File: src/rtl/fc_layer_engine.sv
// Single fully-connected layer: input-activation buffer, weight/bias memory and a one-MAC-per-cycle
// datapath producing OUT_CELL saturated (optionally ReLU'd) fixed-point neurons.
module fc_layer_engine #(
  parameter int unsigned IN_CELL   = 14,
  parameter int unsigned OUT_CELL  = 10,
  parameter int unsigned DATA_W    = 16,
  parameter int unsigned FRAC_BITS = 8,
  parameter int unsigned ACC_W     = 40
) (
  input  logic              clk,
  input  logic              reset_n,
  input  logic              start,
  input  logic              relu_en,
  input  logic              flat_we,
  input  logic [15:0]       flat_addr,
  input  logic [DATA_W-1:0] flat_value,
  input  logic              wt_we,
  input  logic [15:0]       wt_addr,
  input  logic [DATA_W-1:0] wt_value,
  output logic              busy,
  output logic              out_valid,
  output logic [15:0]       out_addr,
  output logic [DATA_W-1:0] out_value,
  output logic              all_end,
  output logic              load_err
);

  localparam int unsigned WDepth = OUT_CELL * (IN_CELL + 1);
  localparam int unsigned FA     = (IN_CELL > 1) ? $clog2(IN_CELL) : 1;
  localparam int unsigned OA     = (OUT_CELL > 1) ? $clog2(OUT_CELL) : 1;
  localparam int unsigned WA     = $clog2(WDepth);

  localparam logic signed [ACC_W-1:0] SatMax =
      {{(ACC_W - DATA_W + 1){1'b0}}, {(DATA_W - 1){1'b1}}};
  localparam logic signed [ACC_W-1:0] SatMin =
      {{(ACC_W - DATA_W + 1){1'b1}}, {(DATA_W - 1){1'b0}}};

  typedef enum logic [1:0] {StIdle, StMac, StFinish} state_e;

  state_e                   state_q, state_d;
  logic [FA-1:0]            i_q, i_d;
  logic [OA-1:0]            o_q, o_d;
  logic signed [ACC_W-1:0]  acc_q, acc_d;
  logic                     relu_q, relu_d;
  logic                     out_valid_q, out_valid_d;
  logic [15:0]              out_addr_q, out_addr_d;
  logic [DATA_W-1:0]        out_value_q, out_value_d;
  logic                     all_end_q, all_end_d;
  logic                     load_err_q, load_err_d;

  logic signed [DATA_W-1:0] flat_mem [IN_CELL];
  logic signed [DATA_W-1:0] wt_mem   [WDepth];

  logic [WA-1:0]              w_idx, b_idx;
  logic signed [2*DATA_W-1:0] prod;
  logic signed [ACC_W-1:0]    sum, shifted;
  logic signed [DATA_W-1:0]   res;

  // Memories are deliberately not reset; writes only land while idle.
  always_ff @(posedge clk) begin
    if (state_q == StIdle) begin
      if (flat_we && ({16'd0, flat_addr} < IN_CELL)) begin
        flat_mem[flat_addr[FA-1:0]] <= flat_value;
      end
      if (wt_we && ({16'd0, wt_addr} < WDepth)) begin
        wt_mem[wt_addr[WA-1:0]] <= wt_value;
      end
    end
  end

  always_comb begin
    w_idx = WA'(32'(o_q) * (IN_CELL + 1) + 32'(i_q));
    b_idx = WA'(32'(o_q) * (IN_CELL + 1) + IN_CELL);
    prod  = flat_mem[i_q] * wt_mem[w_idx];

    sum     = acc_q + (ACC_W'(wt_mem[b_idx]) <<< FRAC_BITS);
    shifted = sum >>> FRAC_BITS;
    if (shifted > SatMax) begin
      res = SatMax[DATA_W-1:0];
    end else if (shifted < SatMin) begin
      res = SatMin[DATA_W-1:0];
    end else begin
      res = shifted[DATA_W-1:0];
    end
    if (relu_q && res[DATA_W-1]) begin
      res = '0;
    end
  end

  always_comb begin
    state_d     = state_q;
    i_d         = i_q;
    o_d         = o_q;
    acc_d       = acc_q;
    relu_d      = relu_q;
    out_valid_d = 1'b0;
    out_addr_d  = out_addr_q;
    out_value_d = out_value_q;
    all_end_d   = 1'b0;
    load_err_d  = (state_q != StIdle) && (flat_we || wt_we);

    unique case (state_q)
      StIdle: begin
        if (start) begin
          state_d = StMac;
          i_d     = '0;
          o_d     = '0;
          acc_d   = '0;
          relu_d  = relu_en;
        end
      end
      StMac: begin
        acc_d = acc_q + ACC_W'(prod);
        if (i_q == FA'(IN_CELL - 1)) begin
          state_d = StFinish;
        end else begin
          i_d = i_q + 1'b1;
        end
      end
      StFinish: begin
        out_value_d = res;
        out_addr_d  = 16'(o_q);
        out_valid_d = 1'b1;
        acc_d       = '0;
        i_d         = '0;
        if (o_q == OA'(OUT_CELL - 1)) begin
          state_d   = StIdle;
          all_end_d = 1'b1;
        end else begin
          o_d     = o_q + 1'b1;
          state_d = StMac;
        end
      end
      default: state_d = StIdle;
    endcase
  end

  always_ff @(posedge clk or negedge reset_n) begin
    if (!reset_n) begin
      state_q     <= StIdle;
      i_q         <= '0;
      o_q         <= '0;
      acc_q       <= '0;
      relu_q      <= 1'b0;
      out_valid_q <= 1'b0;
      out_addr_q  <= '0;
      out_value_q <= '0;
      all_end_q   <= 1'b0;
      load_err_q  <= 1'b0;
    end else begin
      state_q     <= state_d;
      i_q         <= i_d;
      o_q         <= o_d;
      acc_q       <= acc_d;
      relu_q      <= relu_d;
      out_valid_q <= out_valid_d;
      out_addr_q  <= out_addr_d;
      out_value_q <= out_value_d;
      all_end_q   <= all_end_d;
      load_err_q  <= load_err_d;
    end
  end

  assign busy      = (state_q != StIdle);
  assign out_valid = out_valid_q;
  assign out_addr  = out_addr_q;
  assign out_value = out_value_q;
  assign all_end   = all_end_q;
  assign load_err  = load_err_q;

endmodule

File: config.mk
export PLATFORM = sky130hd
export DESIGN_NAME = fc_layer_engine
export DESIGN_NICKNAME = d
export VERILOG_FILES = /design/src/rtl/fc_layer_engine.sv
export SDC_FILE = /design/constraint.sdc
export NUM_CORES = 2
export LEC_CHECK = 0
export CAP_MARGIN = 40
export CORE_MARGIN = 2
export CORE_UTILIZATION = 28
export CTS_BUF_LIST = sky130_fd_sc_hd__clkbuf_4 sky130_fd_sc_hd__clkbuf_8
export DETAILED_ROUTE_END_ITERATION = 10
export PLACE_DENSITY_LB_ADDON = 0.15
export SLEW_MARGIN = 40
export SYNTH_ARGS = -nofsm -noshare
export SYNTH_HDL_FRONTEND = slang
export SYNTH_SLANG_ARGS = --single-unit
File: constraint.sdc
create_clock -name clk -period 13.8 [get_ports clk]
set_input_delay 1.38 -clock clk [delete_from_list [all_inputs] [get_ports clk]]
set_output_delay 1.38 -clock clk [all_outputs]
set_load 0.1 [all_outputs]
==> parameters.txt <==
Parameter                              Value

CTS
  Clock transition at the register clock pins on the worst setup and hold paths after CTS    0.06 ns
  H-tree lvl count    5
  Clock latency of the later-clocked register in the worst-skew pair    1.25 ns
  Clock tree sinks    2698
  Cts hold-fix bufs    0
  Number of buffers between clock root and the deepest sink    4
  Clock root cell    sky130_fd_sc_hd__clkbuf_8
  Clock tree from TritonCTS    built
  Resize count post-CTS    0
  TritonCTS buffer count    483
  Post-CTS Setup Repair Bufs    0

Drt
  Violation count after the first detailed-route iteration    8288
  Final WL    492000 µm
  Number of vias after detailed routing    79200
  Via-per-instance ratio    5.37
  Number of detailed-routing iterations run before antenna repair    5
  Routed wire length per instance    33.4 µm
  DRC errors left    0
  Antenna viol nets, final    0

Critical path
  Highest cell delay on the worst timing path    0.66 ns
  CP Data Required Time    14.83 ns
  Delay-heaviest family, CP    adder cells
  Kind of end point of the critical path    flip-flop
  Most numerous cell on the critical path    sky130_fd_sc_hd__fa_1
  Critical path peak fanout    22
  Setup CP Type    reg2reg
  Element type at the critical path start    flip-flop
  Buffering stage count on the worst path with inverters included    10
  Slowest CP cell    sky130_fd_sc_hd__fa_1
  Arrival time at the worst endpoint    13.80 ns

Timing
  Slew headroom    0.363
  Slew at the pin with the worst max-slew slack    0.950 ns
  Final period utilization    0.925
  Unrepaired setup endpoints after global routing    false
  Minimum clock period after layout    12.77 ns
  Maximum achievable frequency    0.0783 GHz
  Max Transition Viols Final    0
  Final Skew    0.128 ns
  Finish-stage setup viols    0
  Final number of hold-violating endpoints    0
  Final TNS setup    0 ns

Global routing
  Total global routing track utilization    0.194
  Gr ovfl total    0
  Initial antenna violation count    31
  Wire length of the first global-routing pass    683000 µm
  Pin count of the biggest net entering global routing    93
  Via count of the first global-routing pass    83100

Status
  Status    finished clean

Placed design
  Count of buffers from port buffering    93
  GP Congestion    0.831
  Estimated wirelength of the detail-placed design    317000 µm

Synthesis
  Register area share after synthesis    0.587
  Count of flip-flops with a built-in enable after synthesis    2624
  Number of warnings issued by yosys    0
  Synthesis-stage register bit count    2698
  Share of synthesized registers carrying an async set or reset    0.0274
  Post-synthesis instance area    0.137 mm²
  Mean instance size in the synthesized netlist    18.8 µm²
  Ys flop type    sky130_fd_sc_hd__edfxtp_1
  Unique masters post-synth    83
  Synthesized netlist cell count    7317

Floorplan
  CORE AREA    0.489 mm²
  Number of primary I/O pins    106
  Chip Height    705 µm
  Initial Util    0.281
  Die width    705 µm
  Area enclosed by the die boundary    0.497 mm²
  Floorplan row count    257

Final layout
  Util after Layout    0.324
  Share of cells above drive strength 1    0.364
  Layout overhead on the synthesized area    15.3%
  # nets final    8416

Run
  Max Cap Viol    0

Hold path
  Path category of the worst min-delay check    in2async
==> synth_stat cells (13+ instances only) <==
library cell | n | area share
sky130_fd_sc_hd__mux4_2 | 1483 | 0.24
sky130_fd_sc_hd__nand2_1 | 298 | 0.0081
sky130_fd_sc_hd__xnor2_1 | 44 | 0.0028
sky130_fd_sc_hd__edfxtp_1 | 2624 | 0.57
sky130_fd_sc_hd__a21o_1 | 29 | 0.0016
sky130_fd_sc_hd__inv_1 | 439 | 0.012
sky130_fd_sc_hd__buf_2 | 143 | 0.0052
sky130_fd_sc_hd__nor2_1 | 355 | 0.0097
sky130_fd_sc_hd__a31oi_1 | 33 | 0.0015
sky130_fd_sc_hd__and2_1 | 43 | 0.0020
sky130_fd_sc_hd__a21oi_1 | 131 | 0.0048
sky130_fd_sc_hd__buf_4 | 44 | 0.0024
sky130_fd_sc_hd__fa_1 | 338 | 0.049
sky130_fd_sc_hd__o21ai_0 | 88 | 0.0032
sky130_fd_sc_hd__buf_1 | 64 | 0.0017
sky130_fd_sc_hd__nand4_1 | 16 | 0.00073
sky130_fd_sc_hd__a211oi_1 | 108 | 0.0059
sky130_fd_sc_hd__o21bai_1 | 15 | 0.00082
sky130_fd_sc_hd__nor2b_1 | 36 | 0.0016
sky130_fd_sc_hd__nand2b_1 | 24 | 0.0011
sky130_fd_sc_hd__dfrtp_1 | 74 | 0.013
sky130_fd_sc_hd__clkbuf_1 | 228 | 0.0062
sky130_fd_sc_hd__ha_1 | 164 | 0.015
sky130_fd_sc_hd__xor2_1 | 37 | 0.0024
sky130_fd_sc_hd__nor3_1 | 19 | 0.00069
sky130_fd_sc_hd__a221o_1 | 13 | 0.00095
sky130_fd_sc_hd__mux2i_1 | 168 | 0.012
sky130_fd_sc_hd__mux2_2 | 32 | 0.0026
sky130_fd_sc_hd__a311oi_1 | 23 | 0.0015
sky130_fd_sc_hd__nand3_1 | 27 | 0.00098
==> cell type report <==
cell class	count	area [µm²]
multi-input cells	3699	53800
diodes	14	35.0
clock inverters	273	1860
well taps	6475	8100
clock buffers	617	7690
flip-flops and latches	2698	80700
repair buffers	521	4700
fillers	46900	331000
inverters	441	1660
==> registers in the layout, summed over array words and instances, names as in the netlist <==
name       cells
wt_mem      2400
flat_mem     224
acc_q         40
out_value     16
i_q            4
o_q            4
out_addr       4
state_q        2
all_end        1
load_err       1
out_valid      1
relu_q         1
==> through the flow <==
stage               hold slack (ns)  std cells  worst slack [ns]  instance area (µm²)
floorplan                     0.456       7328              2.16               137000
global placement              0.489      13800             0.919               148000
detailed placement            0.494      13800              1.08               149000
CTS                         0.00126      14700             0.947               158000
global route                 0.0844      14700             0.550               158000
finish                        0.129      14700              1.03               159000
==> layer usage <==
| layer | part of all wire | global-route usage | up-vias |
|---|---|---|---|
| met1 | 0.41 | 0.258 | 43900 |
| met4 | 0.034 | 0.0598 | 12 |
| li1 | - | - | 31100 |
| met2 | 0.48 | 0.322 | 3478 |
| met3 | 0.069 | 0.0373 | 700 |
| met5 | 0.00016 | 0 | - |
==> kinds of logic (layout without fill, tap and decap cells) <==
family	Yosys count	in the layout	share of synthesized area
adder cells (fa/ha/maj)	502	502	0.0642
XOR/XNOR	85	85	0.00572
flip-flops	2698	2698	0.587
multiplexers	1701	1701	0.261
AO/OA/AOI/OAI	537	537	0.0265
other	1	26	0.0000273
AND/OR/NAND/NOR	862	862	0.0271
buffers and inverters	931	1852	0.0286
==> cell usage in the layout, fill, tap and decap left out, drive strengths merged, types with 11 or more instances in the layout <==
master / Yosys / layout
mux2i: 170 / 170
clkdlybuf4s50: 0 / 52
a22o: 11 / 11
bufinv: 0 / 16
a221o: 16 / 16
nand2: 298 / 298
buf: 262 / 468
conb: 1 / 12
diode: 0 / 14
fa: 338 / 338
mux4: 1499 / 1499
nand4: 16 / 16
nand2b: 25 / 25
inv: 439 / 461
a211oi: 109 / 109
clkbuf: 228 / 618
nand3: 27 / 27
nor2: 355 / 355
o221ai: 11 / 11
edfxtp: 2624 / 2624
o21bai: 15 / 15
nor2b: 36 / 36
o21ai: 93 / 93
a311oi: 23 / 23
xnor2: 47 / 47
ha: 164 / 164
a31oi: 34 / 34
clkinv: 2 / 232
dfrtp: 74 / 74
xor2: 38 / 38
a21oi: 131 / 131
a21o: 29 / 29
and2: 44 / 44
nor3: 19 / 19
mux2: 32 / 32
==> worst paths after layout <==
kind	start	endpoint	slack (ns)	cells after the start
setup / recovery	o_q[2]	acc_q[39]	1.03	38
hold / removal	reset_n	load_err	0.13	1
setup reg to reg	o_q[2]	acc_q[39]	1.03	38
hold reg to reg	out_value[12]	out_value[12]	0.50	1
max in group asynchronous	reset_n	acc_q[24]	12.56	2
min in group clk	out_value[12]	out_value[12]	0.50	1
Power is left out: the tool's default activity adds up to more than one toggle a clock period on the data nets, which glitch-free logic cannot reach.
